File: src/rtl/hazard_stall_ctrl_if.sv
// Pipeline-side signal bundle for hazard_stall_ctrl: hazard inputs, stage controls, forwarding selects.
interface hazard_stall_ctrl_if;
  logic [4:0] id_rs;
  logic [4:0] id_rt;
  logic       id_uses_rt;
  logic       ex_memread;
  logic [4:0] ex_rd;
  logic [4:0] ex_rs;
  logic [4:0] ex_rt;
  logic       branch_taken;
  logic       mem_req;
  logic       mem_ready;
  logic       mem_regwrite;
  logic [4:0] mem_rd;
  logic       wb_regwrite;
  logic [4:0] wb_rd;
  logic       pc_write;
  logic       ifid_write;
  logic       ifid_flush;
  logic       idex_bubble;
  logic       exmem_hold;
  logic       memwb_bubble;
  logic [1:0] fwd_a;
  logic [1:0] fwd_b;
  logic [1:0] state_o;
  logic       mem_error;

  modport master (
    output id_rs, id_rt, id_uses_rt, ex_memread, ex_rd, ex_rs, ex_rt, branch_taken,
           mem_req, mem_ready, mem_regwrite, mem_rd, wb_regwrite, wb_rd,
    input  pc_write, ifid_write, ifid_flush, idex_bubble, exmem_hold, memwb_bubble,
           fwd_a, fwd_b, state_o, mem_error
  );

  modport slave (
    input  id_rs, id_rt, id_uses_rt, ex_memread, ex_rd, ex_rs, ex_rt, branch_taken,
           mem_req, mem_ready, mem_regwrite, mem_rd, wb_regwrite, wb_rd,
    output pc_write, ifid_write, ifid_flush, idex_bubble, exmem_hold, memwb_bubble,
           fwd_a, fwd_b, state_o, mem_error
  );
endinterface

File: src/rtl/hazard_stall_ctrl.sv
// 5-stage pipeline sequencing: stall/flush/bubble control, EX forwarding, memory-wait watchdog.
// Optional stall counter output enabled by defining HAZARD_STALL_COUNTER_EN.
module hazard_stall_ctrl #(
  parameter int unsigned FLUSH_CYCLES = 1,
  parameter int unsigned MEM_TIMEOUT  = 255,
  parameter int unsigned CNT_W        = 16
) (
  input  logic               clock,
  input  logic               reset,
  hazard_stall_ctrl_if.slave bus
`ifdef HAZARD_STALL_COUNTER_EN
  ,
  output logic [CNT_W-1:0]   stall_count
`endif
);

  localparam int unsigned WAIT_W = (MEM_TIMEOUT  > 1) ? $clog2(MEM_TIMEOUT + 1)  : 1;
  localparam int unsigned FL_W   = (FLUSH_CYCLES > 1) ? $clog2(FLUSH_CYCLES + 1) : 1;

  typedef enum logic [1:0] {
    RUN      = 2'd0,
    MEM_WAIT = 2'd1,
    FLUSH    = 2'd2
  } state_t;

  state_t            r_state;
  logic [WAIT_W-1:0] r_wait_cnt;
  logic [FL_W-1:0]   r_flush_cnt;
  logic              r_mem_error;

  logic              w_load_use;
  logic              w_mem_stall;
  logic              w_stall_out;
  logic [WAIT_W-1:0] w_wait_inc;
  logic              w_pc_write;
  logic              w_ifid_write;
  logic              w_ifid_flush;
  logic              w_idex_bubble;
  logic              w_exmem_hold;
  logic              w_memwb_bubble;
  logic [1:0]        w_fwd_a;
  logic [1:0]        w_fwd_b;

  assign w_load_use  = bus.ex_memread && (bus.ex_rd != '0) &&
                       ((bus.ex_rd == bus.id_rs) || (bus.id_uses_rt && (bus.ex_rd == bus.id_rt)));
  assign w_mem_stall = bus.mem_req && !bus.mem_ready;
  // In MEM_WAIT the stall is released only by mem_ready; elsewhere the raw stall term applies.
  assign w_stall_out = (r_state == MEM_WAIT) ? !bus.mem_ready : w_mem_stall;
  assign w_wait_inc  = r_wait_cnt + WAIT_W'(1);

  always_comb begin
    w_pc_write     = 1'b1;
    w_ifid_write   = 1'b1;
    w_ifid_flush   = 1'b0;
    w_idex_bubble  = 1'b0;
    w_exmem_hold   = 1'b0;
    w_memwb_bubble = 1'b0;
    if (w_stall_out) begin
      w_pc_write     = 1'b0;
      w_ifid_write   = 1'b0;
      w_exmem_hold   = 1'b1;
      w_memwb_bubble = 1'b1;
    end else if ((r_state == FLUSH) || bus.branch_taken) begin
      w_ifid_flush   = 1'b1;
      w_idex_bubble  = 1'b1;
    end else if (w_load_use) begin
      w_pc_write     = 1'b0;
      w_ifid_write   = 1'b0;
      w_idex_bubble  = 1'b1;
    end
    if (reset) begin
      w_pc_write     = 1'b0;
      w_ifid_write   = 1'b0;
      w_ifid_flush   = 1'b1;
      w_idex_bubble  = 1'b1;
      w_exmem_hold   = 1'b0;
      w_memwb_bubble = 1'b1;
    end
  end

  // EX/MEM result wins over MEM/WB; r0 is never forwarded.
  always_comb begin
    w_fwd_a = 2'b00;
    w_fwd_b = 2'b00;
    if (!reset) begin
      if (bus.mem_regwrite && (bus.mem_rd != '0) && (bus.mem_rd == bus.ex_rs))
        w_fwd_a = 2'b10;
      else if (bus.wb_regwrite && (bus.wb_rd != '0) && (bus.wb_rd == bus.ex_rs))
        w_fwd_a = 2'b01;
      if (bus.mem_regwrite && (bus.mem_rd != '0) && (bus.mem_rd == bus.ex_rt))
        w_fwd_b = 2'b10;
      else if (bus.wb_regwrite && (bus.wb_rd != '0) && (bus.wb_rd == bus.ex_rt))
        w_fwd_b = 2'b01;
    end
  end

  always_ff @(posedge clock or posedge reset) begin
    if (reset) begin
      r_state     <= RUN;
      r_wait_cnt  <= '0;
      r_flush_cnt <= '0;
      r_mem_error <= 1'b0;
    end else begin
      case (r_state)
        RUN: begin
          if (w_mem_stall) begin
            r_state    <= MEM_WAIT;
            r_wait_cnt <= WAIT_W'(1);
            if (MEM_TIMEOUT <= 1) r_mem_error <= 1'b1;
          end else if (bus.branch_taken && (FLUSH_CYCLES > 1)) begin
            r_state     <= FLUSH;
            r_flush_cnt <= FL_W'(FLUSH_CYCLES - 1);
          end
        end
        MEM_WAIT: begin
          if (bus.mem_ready) begin
            r_state    <= RUN;
            r_wait_cnt <= '0;
          end else if (r_wait_cnt != WAIT_W'(MEM_TIMEOUT)) begin
            r_wait_cnt <= w_wait_inc;
            if (w_wait_inc == WAIT_W'(MEM_TIMEOUT)) r_mem_error <= 1'b1;
          end
        end
        FLUSH: begin
          if (w_mem_stall) begin
            r_state     <= MEM_WAIT;
            r_wait_cnt  <= WAIT_W'(1);
            r_flush_cnt <= '0;
            if (MEM_TIMEOUT <= 1) r_mem_error <= 1'b1;
          end else if (r_flush_cnt <= FL_W'(1)) begin
            r_state     <= RUN;
            r_flush_cnt <= '0;
          end else begin
            r_flush_cnt <= r_flush_cnt - FL_W'(1);
          end
        end
        default: r_state <= RUN;
      endcase
    end
  end

`ifdef HAZARD_STALL_COUNTER_EN
  logic [CNT_W-1:0] r_stall_count;

  always_ff @(posedge clock or posedge reset) begin
    if (reset) begin
      r_stall_count <= '0;
    end else if (!w_pc_write && (r_stall_count != '1)) begin
      r_stall_count <= r_stall_count + CNT_W'(1);
    end
  end

  assign stall_count = r_stall_count;
`endif

  assign bus.pc_write     = w_pc_write;
  assign bus.ifid_write   = w_ifid_write;
  assign bus.ifid_flush   = w_ifid_flush;
  assign bus.idex_bubble  = w_idex_bubble;
  assign bus.exmem_hold   = w_exmem_hold;
  assign bus.memwb_bubble = w_memwb_bubble;
  assign bus.fwd_a        = w_fwd_a;
  assign bus.fwd_b        = w_fwd_b;
  assign bus.state_o      = r_state;
  assign bus.mem_error    = r_mem_error;

endmodule

File: src/flat_wrapper.sv
// flat-port wrapper written by rule: the top's interface ports become plain ports
module hazard_stall_ctrl_flat 
#(
  parameter int unsigned FLUSH_CYCLES = 1,
  parameter int unsigned MEM_TIMEOUT  = 255,
  parameter int unsigned CNT_W        = 16
)
  (clock, reset, bus_id_rs, bus_id_rt, bus_id_uses_rt, bus_ex_memread, bus_ex_rd, bus_ex_rs, bus_ex_rt, bus_branch_taken, bus_mem_req, bus_mem_ready, bus_mem_regwrite, bus_mem_rd, bus_wb_regwrite, bus_wb_rd, bus_pc_write, bus_ifid_write, bus_ifid_flush, bus_idex_bubble, bus_exmem_hold, bus_memwb_bubble, bus_fwd_a, bus_fwd_b, bus_state_o, bus_mem_error);
  hazard_stall_ctrl_if bus_i ();
  input  logic clock;
  input  logic reset;
  input wire logic [$bits(bus_i.id_rs)-1:0] bus_id_rs;
  input wire logic [$bits(bus_i.id_rt)-1:0] bus_id_rt;
  input wire logic [$bits(bus_i.id_uses_rt)-1:0] bus_id_uses_rt;
  input wire logic [$bits(bus_i.ex_memread)-1:0] bus_ex_memread;
  input wire logic [$bits(bus_i.ex_rd)-1:0] bus_ex_rd;
  input wire logic [$bits(bus_i.ex_rs)-1:0] bus_ex_rs;
  input wire logic [$bits(bus_i.ex_rt)-1:0] bus_ex_rt;
  input wire logic [$bits(bus_i.branch_taken)-1:0] bus_branch_taken;
  input wire logic [$bits(bus_i.mem_req)-1:0] bus_mem_req;
  input wire logic [$bits(bus_i.mem_ready)-1:0] bus_mem_ready;
  input wire logic [$bits(bus_i.mem_regwrite)-1:0] bus_mem_regwrite;
  input wire logic [$bits(bus_i.mem_rd)-1:0] bus_mem_rd;
  input wire logic [$bits(bus_i.wb_regwrite)-1:0] bus_wb_regwrite;
  input wire logic [$bits(bus_i.wb_rd)-1:0] bus_wb_rd;
  output wire logic [$bits(bus_i.pc_write)-1:0] bus_pc_write;
  output wire logic [$bits(bus_i.ifid_write)-1:0] bus_ifid_write;
  output wire logic [$bits(bus_i.ifid_flush)-1:0] bus_ifid_flush;
  output wire logic [$bits(bus_i.idex_bubble)-1:0] bus_idex_bubble;
  output wire logic [$bits(bus_i.exmem_hold)-1:0] bus_exmem_hold;
  output wire logic [$bits(bus_i.memwb_bubble)-1:0] bus_memwb_bubble;
  output wire logic [$bits(bus_i.fwd_a)-1:0] bus_fwd_a;
  output wire logic [$bits(bus_i.fwd_b)-1:0] bus_fwd_b;
  output wire logic [$bits(bus_i.state_o)-1:0] bus_state_o;
  output wire logic [$bits(bus_i.mem_error)-1:0] bus_mem_error;
  assign bus_i.id_rs = bus_id_rs;
  assign bus_i.id_rt = bus_id_rt;
  assign bus_i.id_uses_rt = bus_id_uses_rt;
  assign bus_i.ex_memread = bus_ex_memread;
  assign bus_i.ex_rd = bus_ex_rd;
  assign bus_i.ex_rs = bus_ex_rs;
  assign bus_i.ex_rt = bus_ex_rt;
  assign bus_i.branch_taken = bus_branch_taken;
  assign bus_i.mem_req = bus_mem_req;
  assign bus_i.mem_ready = bus_mem_ready;
  assign bus_i.mem_regwrite = bus_mem_regwrite;
  assign bus_i.mem_rd = bus_mem_rd;
  assign bus_i.wb_regwrite = bus_wb_regwrite;
  assign bus_i.wb_rd = bus_wb_rd;
  assign bus_pc_write = bus_i.pc_write;
  assign bus_ifid_write = bus_i.ifid_write;
  assign bus_ifid_flush = bus_i.ifid_flush;
  assign bus_idex_bubble = bus_i.idex_bubble;
  assign bus_exmem_hold = bus_i.exmem_hold;
  assign bus_memwb_bubble = bus_i.memwb_bubble;
  assign bus_fwd_a = bus_i.fwd_a;
  assign bus_fwd_b = bus_i.fwd_b;
  assign bus_state_o = bus_i.state_o;
  assign bus_mem_error = bus_i.mem_error;
  hazard_stall_ctrl #(.FLUSH_CYCLES(FLUSH_CYCLES), .MEM_TIMEOUT(MEM_TIMEOUT), .CNT_W(CNT_W)) u_core (.clock(clock), .reset(reset), .bus(bus_i));
endmodule
File: config.mk
export PLATFORM = sky130hd
export DESIGN_NAME = hazard_stall_ctrl_flat
export DESIGN_NICKNAME = d
export VERILOG_FILES = /design/src/rtl/hazard_stall_ctrl_if.sv /design/src/rtl/hazard_stall_ctrl.sv /design/src/flat_wrapper.sv
export SDC_FILE = /design/constraint.sdc
export NUM_CORES = 1
export LEC_CHECK = 0
export BUFFER_PORTS_ARGS = -buffer_cell sky130_fd_sc_hd__buf_4
export CORE_UTILIZATION = 40
export DETAILED_ROUTE_END_ITERATION = 16
export PLACE_DENSITY = 0.72
export SLEW_MARGIN = 25
export SYNTH_ARGS = -nofsm -noshare
export SYNTH_HDL_FRONTEND = slang
export SYNTH_SLANG_ARGS = --single-unit
File: constraint.sdc
create_clock -name clock -period 2 [get_ports clock]
set_clock_uncertainty 0.05 [all_clocks]
set_input_delay 0.4 -clock clock [delete_from_list [all_inputs] [get_ports clock]]
set_output_delay 0.4 -clock clock [all_outputs]
set_load 0.01 [all_outputs]
* Word level (Yosys, flattened, before mapping)
Index checks and enable logic that the tools add are counted.
** Cells by class
- Add/sub/neg operators :: 2
- Magnitude comparators :: 1
- Equal/unequal tests :: 15
- Multiplexer cells :: 32
- Bitwise logic cells :: 1
- Reduce and logical (&&, ||, !) cells :: 22
** Operator list (number)
- 5-bit equality test :: 6
- 8-bit 2-to-1 mux :: 3
- 1-bit 2-to-1 mux :: 19
- 2-bit 2-to-1 mux :: 8
- 8-bit case mux with 2 select lines :: 1
- 5-bit nonzero test :: 3
- 1-bit logical AND :: 10
- 8-bit by 1-bit adder with 8-bit output, second input constant :: 1
- 8-bit equality test, second input constant :: 1
- 8-bit inequality test, second input constant :: 1
- 2-bit case mux with 3 select lines :: 1
- 3-bit AND reduction :: 2
- 2-bit by 1-bit inequality test with 1-bit output, second input constant :: 2
- 4-bit AND reduction :: 1
- 3-bit by 2-bit inequality test with 1-bit output, second input constant :: 1
- 3-bit inequality test, second input constant :: 1
- 2-bit by 1-bit equality test with 1-bit output, second input constant :: 1
- 2-bit equality test, second input constant :: 1
- 2-bit logical NOT :: 1
- 1-bit logical OR :: 2
- 2-bit inequality test, second input constant :: 1
- 2-bit nonzero test :: 1
- 2-bit OR reduction :: 1
- 1-bit less-or-equal comparator, second input constant :: 1
- other kinds (3) :: 3
** Storage, ports and cells
- Register bits after elaboration :: 12
- Input port bits :: 44
- Output and inout port bits :: 13
- Logic and storage cells :: 77

* Depth between registers and ports, before layout
- Word-level depth :: 8
- Mapped depth :: 5
- Gate-level depth less buffers :: 5

* Worst setup path after synthesis
OpenSTA, ideal clock, no wires.
- Path type :: input to output
- From :: input bus_mem_rd[0]
- To :: output bus_fwd_a[0]
- Data arrival time :: 1.521 ns
- Required time :: 1.550 ns
- Setup slack :: 0.029 ns
- Cell stages on the path :: 4
- Buffers on the path :: 0
- Cells stage by stage :: or4_1 -> o21ai_2 -> nor3_1 -> nor4_2
** On the way
- Longest elaborated chain between the ends :: 5
- Elaborated cells on any way between the ends :: 6
- Classes of those cells :: eq/ne: 1; mux: 2; reduce/logical: 3
** RTL lines
- start, declared :: RTL line flat_wrapper.sv:23 : input wire logic [$bits(bus_i.mem_rd)-1:0] bus_mem_rd;
- 5-bit nonzero test :: RTL line hazard_stall_ctrl.sv:86 : if (bus.mem_regwrite && (bus.mem_rd != '0) && (bus.mem_rd == bus.ex_rs))
- 1-bit logical AND :: RTL line hazard_stall_ctrl.sv:86
- 1-bit logical AND * :: RTL line hazard_stall_ctrl.sv:86
- 2-bit 2-to-1 mux * :: RTL line hazard_stall_ctrl.sv:86
- 2-bit 2-to-1 mux * :: RTL line hazard_stall_ctrl.sv:85 : if (!reset) begin
- end, declared :: RTL line flat_wrapper.sv:32 : output wire logic [$bits(bus_i.fwd_a)-1:0] bus_fwd_a;
Mark *: on every way between the ends. The rest lies on a longest branch, timed or not.

* Final worst setup path
- From :: input bus_mem_rd[4]
- To :: output bus_fwd_a[0]
Same word-level chain as after synthesis.

==> metrics.txt <==
status complete, but fails checks; failing checks setup timing; Final WS setup -0.103 ns; hold slack 0.123 ns; via count 1,250; Startpoint Class primary input; Synthesized Nets 180; Synth Cell Area between 1000 and 1500 sq um; WL per Instance 14.7 microns; Initial Util 0.435; Die Ht 54.3 microns; Crit path top cell by count buf_6; # setup viols final 5; R2R cell count 5; slowest CP cell or4_4; sequential power share 0.322; Syn Area/Cell 8.18 sq um; CTS tree yes; worst vdd ir 0.000323 V; core outline area 2520 sq um; placed inst area around 1600 sq um; clk buf depth 2; Comb power frac 0.411; Max Clock Freq 0.475 GHz; total congestion overflow 0; Post-synth EDFFs 0; R2R setup slack approximately 0.26 ns; crit path capture type output port; number of fillers in the final layout 198; placed cells 226; critical setup path kind in -> out; crit share post-route 1.05; Worst EP required 1.55 ns; chip width 54.3 microns; Final min period 2.10 ns; Leak 0.800 nW; design area 1750 sq um; worst reg2reg startpoint u_core.r_wait_cnt[0]$_DFFE_PP0P_; Primary FF master, synth dfrtp_1; RSZ-0062 raised after global routing yes; GPL Wtd Cong about 0.9; IO Count 57; # hold bufs at CTS 0; drt total wl 3390 microns; vias per inst 5.41; largest net degree at the start of global routing 16; clock network power share 0.267; Buf+Inv Stages, Crit Path 3; Net count, final 248; vias in the first global route 1,201; share of post-route cells with drive strength above 1 0.438; Yosys reg bits 10; reg2reg end u_core.r_wait_cnt[1]$_DFFE_PP0P_; total track usage 0.235; CP arrival around 1.7 ns; Inserted Clock Buffers 3; FF/Latch Area between 200 and 300 sq um; drt pass-1 iters 4; Switching Power 0.219 mW; worst hold path class in -> async; multi-input logic area 843 sq um; DRT antenna net count 0; Synth Warn # 0; Syn-to-layout area delta 59.2%; first-pass GRT wire length 4910 microns; CP max stage delay between 0.5 and 0.6 ns; Sw Ratio 0.312; max-cap viol count 0; Die ar. roughly 3000 sq um; Crit path max-delay family simple AND/OR/NAND/NOR gates; Starting DRT DRC Count 19; post-route setup TNS -0.338 ns; Non-Filler Instances 231; CP max FO 2; CTS H-tree depth 1; CTS sink count 10; Async S/R FF share, synth 1.00; Yosys cell types 41; Worst-path clk slew 0.08 ns; initial antenna violation count 0; diode count 0; critical path, cell by cell buf_6 -> or4_4 -> o21ai_4 -> buf_6 -> nor3_2 -> nor4_2 -> buf_4; Fin. Hold Viols 0; max-slew violation count 0; DP Wirelength ~2700 microns; worst skew pair latency 0.27 ns; root buf cell clkbuf_4; DRC viols 0; worst slack, placed -0.202 ns; power density over cell area 401 nW/um^2; sequential element share of the synthesized area 0.228; I/O Buffers 55; # rows 18; Internal roughly 0.48 mW; Synth Instances ~130
-- flip-flops by register name, summed over array words and instances, names as in the netlist --
register              count
u_core.r_wait_cnt         8
u_core.bus.state_o        1
u_core.bus.mem_error      1
-- worst min-delay path, delay by kind of cell --
kind / cells / cell delay, ns
buf+inv: 3 / 0.41
-- routing by layer --
metal | share of wire | track usage
met5 | 0 | 0
met4 | 0.016 | 0.103
met3 | 0.055 | 0.0583
met2 | 0.54 | 0.431
met1 | 0.39 | 0.250
-- metrics by stage --
step                total power [mW]  utilization
floorplan                      0.348            -
global placement               0.485        0.638
detailed placement             0.494        0.638
CTS                            0.697        0.683
global route                   0.740        0.692
finish                         0.701        0.692
-- cell type report --
type / instances / area share
tap: 30 / 0.0215
multi-input combinational: 113 / 0.483
sequential: 10 / 0.143
timing repair buffer: 69 / 0.320
inverter: 5 / 0.0108
clock buffer: 4 / 0.0208
-- Yosys cell counts (4+ instances only) --
cell type	number	share of area
o21ai_0	5	0.023
nor3_1	4	0.018
nand3_1	4	0.018
a21oi_1	4	0.018
xnor2_1	18	0.14
dfrtp_1	10	0.23
nand2_1	8	0.027
nor2_1	7	0.024
xor2_1	15	0.12
nand4_1	4	0.023
inv_1	5	0.017
nor2b_1	5	0.029
nor4_1	4	0.023
-- how the worst max path moves through the flow --
stage                        from      endpoint  slack (ns)  cells after the start
detailed placement  bus_mem_rd[0]  bus_fwd_a[0]       -0.20                      6
global route         bus_id_rt[2]  bus_pc_write       -0.16                      6
finish              bus_mem_rd[4]  bus_fwd_a[0]       -0.10                      7
floorplan           bus_mem_rd[0]  bus_fwd_a[0]        0.03                      4
CTS                 bus_mem_rd[4]  bus_fwd_b[0]       -0.16                      6
global placement    bus_mem_rd[0]  bus_fwd_a[0]       -0.19                      6
-- repair_timing --
action,CTS,global route
setup buffers,2,0
endpoints found under the setup margin,6,7
resized for setup,14,6
pin swaps,11,6
-- power by group through the flow --
stage | logic, mW | registers (mW) | clock network [mW]
global route | 0.310 | 0.228 | 0.203
floorplan | 0.122 | 0.226 | 0
finish | 0.288 | 0.226 | 0.187
CTS | 0.281 | 0.226 | 0.191
global placement | 0.256 | 0.229 | 0
detailed placement | 0.264 | 0.230 | 0
-- cells in the final DEF, fill, tap and decap left out, drive strengths merged, types with 5 or more instances in the layout --
master and instances:
o21ai 6, nand2 9, nor2b 5, nor2 7
inv 5, dfrtp 10, buf 69, xor2 15
nor4 5, xnor2 18
-- cells by family after synthesis --
logic type                 share of synthesized area
and+or+nand+nor                                0.241
xor gates and xnor gates                       0.264
AOI/OAI and AO/OA                              0.184
buffers and inverters                         0.0479
DFF                                            0.228
adders and majority gates                     0.0228
other                                        0.00342
muxes                                        0.00913
Note: power is estimated with default switching activity, not from simulation.
